[config.mk]
export PLATFORM = sky130hd
export DESIGN_NAME = key_conditioner
export DESIGN_NICKNAME = d
export VERILOG_FILES = /design/src/rtl/key_cond_pkg.sv /design/src/rtl/key_debounce_channel.sv /design/src/rtl/key_conditioner.sv
export SDC_FILE = /design/constraint.sdc
export NUM_CORES = 1
export LEC_CHECK = 0
export ABC_CLOCK_PERIOD_IN_PS = 2000
export BUFFER_PORTS_ARGS = -buffer_cell sky130_fd_sc_hd__buf_2
export CAP_MARGIN = 0
export CELL_PAD_IN_SITES_DETAIL_PLACEMENT = 2
export CELL_PAD_IN_SITES_GLOBAL_PLACEMENT = 2
export CORE_UTILIZATION = 40
export CTS_BUF_LIST = sky130_fd_sc_hd__clkbuf_16
export CTS_CLUSTER_SIZE = 16
export DETAILED_ROUTE_END_ITERATION = 8
export HOLD_SLACK_MARGIN = 0.03
export PLACE_DENSITY = 0.9
export SLEW_MARGIN = 20
export SYNTH_ARGS = -nofsm -noshare
export SYNTH_HDL_FRONTEND = slang
export SYNTH_HIERARCHICAL = 1
export SYNTH_SLANG_ARGS = --single-unit
[constraint.sdc]
create_clock -name CLOCK_50 -period 2 [get_ports CLOCK_50]
set_input_delay 0.5 -clock CLOCK_50 [delete_from_list [all_inputs] [get_ports CLOCK_50]]
set_output_delay 0.5 -clock CLOCK_50 [all_outputs]
set_load 0.02 [all_outputs]
[src/rtl/key_cond_pkg.sv]
// Shared types and default timing constants for the pushbutton conditioner.
// Optional auto-repeat on held keys is enabled by defining AUTO_REPEAT_EN.
package key_cond_pkg;

    typedef enum logic [1:0] {
        RELEASED,
        PRESS_WAIT,
        PRESSED,
        RELEASE_WAIT
    } key_state_t;

    localparam int DEBOUNCE_20MS_50MHZ       = 1_000_000;
    localparam int REPEAT_DELAY_500MS_50MHZ  = 25_000_000;
    localparam int REPEAT_PERIOD_100MS_50MHZ = 5_000_000;

    // Width of a counter that must hold values up to and including n.
    function automatic int cnt_width(input int n);
        return (n < 2) ? 1 : $clog2(n + 1);
    endfunction

endpackage

[src/rtl/key_debounce_channel.sv]
// One pushbutton channel: 2-flop synchroniser, debounce FSM and pulse generation.
// Auto-repeat of key_press while held is built only when AUTO_REPEAT_EN is defined.
module key_debounce_channel
    import key_cond_pkg::*;
#(
    parameter int DEBOUNCE_CYCLES = DEBOUNCE_20MS_50MHZ,
    parameter int REPEAT_DELAY    = REPEAT_DELAY_500MS_50MHZ,
    parameter int REPEAT_PERIOD   = REPEAT_PERIOD_100MS_50MHZ
) (
    input  logic clk,
    input  logic rst,
    input  logic key_n,
    output logic key_level,
    output logic key_press,
    output logic key_release
);

    localparam int CW = cnt_width(DEBOUNCE_CYCLES);
    localparam logic [CW-1:0] CNT_LAST = CW'(DEBOUNCE_CYCLES - 1);
    localparam logic [CW-1:0] CNT_ONE  = CW'(1);

    if (DEBOUNCE_CYCLES < 2 || REPEAT_DELAY < 1 || REPEAT_PERIOD < 1) begin : g_bad_params
        $error("key_debounce_channel: invalid timing parameters");
    end

    logic       sync1_q, sync1_d;
    logic       sync2_q, sync2_d;
    logic       pressed_raw;
    key_state_t state_q, state_d;
    logic [CW-1:0] cnt_q, cnt_d;
    logic       level_q, level_d;
    logic       press_q, press_d;
    logic       release_q, release_d;

`ifdef AUTO_REPEAT_EN
    localparam int RW = cnt_width((REPEAT_DELAY > REPEAT_PERIOD) ? REPEAT_DELAY : REPEAT_PERIOD);
    localparam logic [RW-1:0] RPT_DELAY_LAST  = RW'(REPEAT_DELAY - 1);
    localparam logic [RW-1:0] RPT_PERIOD_LAST = RW'(REPEAT_PERIOD - 1);

    logic [RW-1:0] rpt_cnt_q, rpt_cnt_d;
    logic          rpt_armed_q, rpt_armed_d;
`endif

    assign pressed_raw = ~sync2_q;

    always_comb begin
        sync1_d   = key_n;
        sync2_d   = sync1_q;
        state_d   = state_q;
        cnt_d     = cnt_q;
        level_d   = level_q;
        press_d   = 1'b0;
        release_d = 1'b0;
`ifdef AUTO_REPEAT_EN
        rpt_cnt_d   = '0;
        rpt_armed_d = 1'b0;
`endif

        case (state_q)
            RELEASED: begin
                if (pressed_raw) begin
                    state_d = PRESS_WAIT;
                    cnt_d   = CNT_ONE;
                end
            end
            PRESS_WAIT: begin
                if (!pressed_raw) begin
                    state_d = RELEASED;
                    cnt_d   = '0;
                end else if (cnt_q == CNT_LAST) begin
                    state_d = PRESSED;
                    cnt_d   = '0;
                    level_d = 1'b1;
                    press_d = 1'b1;
                end else begin
                    cnt_d = cnt_q + CNT_ONE;
                end
            end
            PRESSED: begin
                if (!pressed_raw) begin
                    state_d = RELEASE_WAIT;
                    cnt_d   = CNT_ONE;
                end
`ifdef AUTO_REPEAT_EN
                // First repeat waits the long delay, later ones the short period.
                else if (rpt_armed_q ? (rpt_cnt_q == RPT_PERIOD_LAST)
                                     : (rpt_cnt_q == RPT_DELAY_LAST)) begin
                    press_d     = 1'b1;
                    rpt_cnt_d   = '0;
                    rpt_armed_d = 1'b1;
                end else begin
                    rpt_cnt_d   = rpt_cnt_q + RW'(1);
                    rpt_armed_d = rpt_armed_q;
                end
`endif
            end
            RELEASE_WAIT: begin
                if (pressed_raw) begin
                    state_d = PRESSED;
                    cnt_d   = '0;
                end else if (cnt_q == CNT_LAST) begin
                    state_d   = RELEASED;
                    cnt_d     = '0;
                    level_d   = 1'b0;
                    release_d = 1'b1;
                end else begin
                    cnt_d = cnt_q + CNT_ONE;
                end
            end
            default: begin
                state_d = RELEASED;
                cnt_d   = '0;
                level_d = 1'b0;
            end
        endcase
    end

    // Synchroniser resets to "released" so leaving reset never looks like a press.
    always_ff @(posedge clk or posedge rst) begin
        if (rst) begin
            sync1_q   <= 1'b1;
            sync2_q   <= 1'b1;
            state_q   <= RELEASED;
            cnt_q     <= '0;
            level_q   <= 1'b0;
            press_q   <= 1'b0;
            release_q <= 1'b0;
`ifdef AUTO_REPEAT_EN
            rpt_cnt_q   <= '0;
            rpt_armed_q <= 1'b0;
`endif
        end else begin
            sync1_q   <= sync1_d;
            sync2_q   <= sync2_d;
            state_q   <= state_d;
            cnt_q     <= cnt_d;
            level_q   <= level_d;
            press_q   <= press_d;
            release_q <= release_d;
`ifdef AUTO_REPEAT_EN
            rpt_cnt_q   <= rpt_cnt_d;
            rpt_armed_q <= rpt_armed_d;
`endif
        end
    end

    assign key_level   = level_q;
    assign key_press   = press_q;
    assign key_release = release_q;

endmodule

[src/rtl/key_conditioner.sv]
// Conditions NUM_KEYS active-low pushbuttons into debounced levels and press/release pulses.
// Define AUTO_REPEAT_EN to re-pulse key_press while a key is held.
module key_conditioner
    import key_cond_pkg::*;
#(
    parameter int NUM_KEYS        = 4,
    parameter int DEBOUNCE_CYCLES = DEBOUNCE_20MS_50MHZ,
    parameter int REPEAT_DELAY    = REPEAT_DELAY_500MS_50MHZ,
    parameter int REPEAT_PERIOD   = REPEAT_PERIOD_100MS_50MHZ
) (
    input  logic                CLOCK_50,
    input  logic                Reset,
    input  logic [NUM_KEYS-1:0] KEY,
    output logic [NUM_KEYS-1:0] key_level,
    output logic [NUM_KEYS-1:0] key_press,
    output logic [NUM_KEYS-1:0] key_release
);

    for (genvar i = 0; i < NUM_KEYS; i++) begin : g_key
        key_debounce_channel #(
            .DEBOUNCE_CYCLES (DEBOUNCE_CYCLES),
            .REPEAT_DELAY    (REPEAT_DELAY),
            .REPEAT_PERIOD   (REPEAT_PERIOD)
        ) u_chan (
            .clk         (CLOCK_50),
            .rst         (Reset),
            .key_n       (KEY[i]),
            .key_level   (key_level[i]),
            .key_press   (key_press[i]),
            .key_release (key_release[i])
        );
    end

endmodule

==> reports/summary.txt <==
Outcome -> complete, no violations
Die height -> 123.0 um
Critical Path Fanout Max -> 9
Number of global-route vias before repair -> 5665
CTS root buffer -> clkbuf_16
Pwr dens -> 1072 mW/mm2
Area Overhead vs Synth -> 14.11%
CORE AREA -> 0.01410 mm2
GR Util All Layers -> 26.29%
Post-synth ARST share -> 100.0%
CTS Hold Bufs -> 0
Sink Count -> 108
Fin crit period -> 1955 ps
Worst slew pin tran -> 750.0 ps
Delay-heaviest family, CP -> compound AO/OA/AOI/OAI gates
Clock transition at path regs -> 80 ps
CP peak stage delay -> 430 ps
Post-synth EDFFs -> 0
Kind of end point of the critical path -> flop
Ant diodes -> 0
I/O Buffers -> 17
Initial Util -> 41.57%
Final worst-path cycle share -> 97.74%
First-pass GRT wire length -> 30220 um
Share of total power in the clock network -> 25.4%
Crit-path cells -> ha_1 > nand2_1 > nor2_2 > a31o_4 > buf_4 > o21ai_0 > a21o_1
Main flop type after synthesis -> dfrtp_1
Synth warn -> 6
Yosys cell types -> 61
Int Pwr -> 4325 uW
Total congestion overflow -> 0
Max Fclk -> 511.5 MHz
Nets -> 664
Core Rows -> 43
Max Slew Vio Count -> 0
# fillers -> 1500
Pleak -> 0.002919 uW
Post-DP Area -> 0.006254 mm2
Clock Latency Late Sink -> 360 ps
Post-route cell area -> 0.006686 mm2
First-pass detailed-route iteration total -> 4
Total Neg Setup Slack -> 0 ps
Routed wire length -> 19090 um
Most frequent cells in the layout -> dfrtp_1, nand2_1, nand3_1, a21oi_1, o21ai_0
WP data arrival -> 2210 ps
Initial antenna violation count -> 0
Crit path kind -> reg2reg
Psw -> 2842 uW
Final GP Congestion -> 0.7994
Flops & latches, synth -> 108
Sequential share of power -> 38.6%
Synth Cell Area -> 0.005859 mm2
VDD IR max -> 453.3 uV
CTS Buffer Depth -> 2
Layout cells sized above 1 -> 19.73%
Hold Crit Class -> in2reg
H-tree Lvls -> 3
Hold Path Depth -> 1
Die ar. -> 0.01514 mm2
Data required time of the worst path -> 2250 ps
CP bufs+invs -> 1
Max cap viols -> 0
Clock skew -> 8.795 ps
CTS tree -> done
Reg2reg path depth -> 7
Hold Fails Final Rpt -> 0
Crit start category -> flop
Final Setup Violations -> 0
Num CTS Buffers -> 9
DP HPWL -> 12430 um
Iter 0 DRT Violations -> 238
Crit path depth -> 7
Synthesized Nets -> 625
Slowest stage cell, crit path -> dfrtp_1
Post-synthesis sequential area ratio -> 46.30%
Via count -> 5149
Ports -> 18
Most common cell after layout, fill and taps aside -> dfrtp_1
Comb pwr share -> 36.0%
Avg Inst Size Synth -> 9.527 um2
Switching Fraction -> 39.65%
Number of remaining DRC errors -> 0
Syn Inst Count -> 615
Die Wd -> 123.0 um
Max_slew headroom -> 49.82%
Pin count of the biggest net entering global routing -> 28
Vias per cell -> 6.137
Wirelength per Cell -> 22.75 um
DRT antenna net count -> 0
power groups by stage:
stage	Clock (uW)	Combinational, uW	Sequential [uW]
2_1_floorplan	0	1680	2580
3_3_place_gp	0	2130	2710
3_5_place_dp	0	2330	2760
4_1_cts	1840	2490	2720
5_1_grt	1920	2800	2790
6_report	1820	2580	2770
path summary, 6_finish.rpt:
kind | to | slack, ps | start
min in group asynchronous | g_key[2].u_chan/cnt_q[17] | 240 | Reset
worst max register to register | g_key[2].u_chan/cnt_q[2] | 50 | g_key[2].u_chan/cnt_q[0]
worst min-delay path | g_key[0].u_chan/sync1_q | 230 | KEY[0]
max in group asynchronous | g_key[3].u_chan/sync2_q | 1420 | Reset
worst min register to register | g_key[2].u_chan/sync2_q | 360 | g_key[2].u_chan/sync1_q
worst max-delay path | g_key[2].u_chan/cnt_q[2] | 50 | g_key[2].u_chan/cnt_q[0]
registers in the layout, summed over array words and instances (netlist names), named ones only:
name,flops
g_key.u_chan/cnt_q,80
g_key.u_chan/sync1_q,4
g_key.u_chan/state_q,4
g_key.u_chan/key_level,4
g_key.u_chan/key_press,4
g_key.u_chan/sync2_q,4
g_key.u_chan/key_release,4
worst register-to-register path: stages (launching register included):
cell     delay (ps)
dfrtp_1         430
ha_1            260
nand2_1         120
nor2_2          270
a31o_4          260
buf_4           180
o21ai_0         130
a21o_1          210
cell usage after synthesis, types with 7 or more instances:
cell type    n  area [um2]
a21o_1      11       82.58
nand2_1     65       244.0
buf_2        7       35.03
and3_1       9       56.30
o21ai_0     43       215.2
nand3_1     49       245.2
inv_1       38       142.6
a22o_1       7       61.31
nand4_1     11       68.82
a21oi_1     44       220.2
mux2i_1      7       70.07
buf_4        9       67.56
o211ai_1     7       52.55
dfrtp_1    100        2502
and4_1      12       105.1
or3_1       25       156.4
nor2_1      22       82.58
dfstp_2      8       210.2
a31oi_1     19       118.9
nor3_1       9       45.04
layer usage:
metal	GRT usage (%)	part of all wire [%]	wire length, um
met1	31.00	43	8249
met2	47.12	52	9949
met3	3.782	1.8	338
met4	12.05	2.9	549
met5	0	0	0
timing repair:
| action | CTS | global route |
|---|---|---|
| gates cloned | 0 | 0 |
| resized for setup | 6 | 14 |
| setup buffers | 6 | 1 |
| pin swaps | 1 | 3 |
| setup endpoints to repair | 14 | 33 |
| endpoints found under the hold margin | 0 | 0 |
cells by family (layout without fill, tap and decap cells):
group           count (synthesis)  in the layout  synth area share, %
compound gates                164            164                18.17
simple gates                  263            263                27.01
buf+inv                        61            105                4.890
flops                         108            108                46.30
xor+xnor                        8              8                1.580
mux                             7              7                1.196
fa+ha+maj                       4              4               0.8542
per-stage QoR:
stage	cells	setup WS, ps	power (uW)	util (%)	hold WS, ps
after floorplan	615	182.4	4257	-	345.2
after global placement	816	180.0	4835	44.36	345.2
after detailed placement	816	35.88	5081	44.36	350.9
after CTS	838	5.409	7056	46.90	227.4
after global routing	839	-41.52	7511	47.43	221.9
final	839	45.14	7167	47.43	232.9
area by class of cell:
class	instances	area [um2]	area share, %
inverters	38	142.6	2.133
multi-input cells	446	2954	44.18
flip-flops and latches	108	2715	40.61
clock inverters	7	58.81	0.8795
clock buffers	9	225.2	3.368
repair buffers	51	365.4	5.464
well taps	180	225.2	3.368
Note: power is estimated with default switching activity, not from simulation.
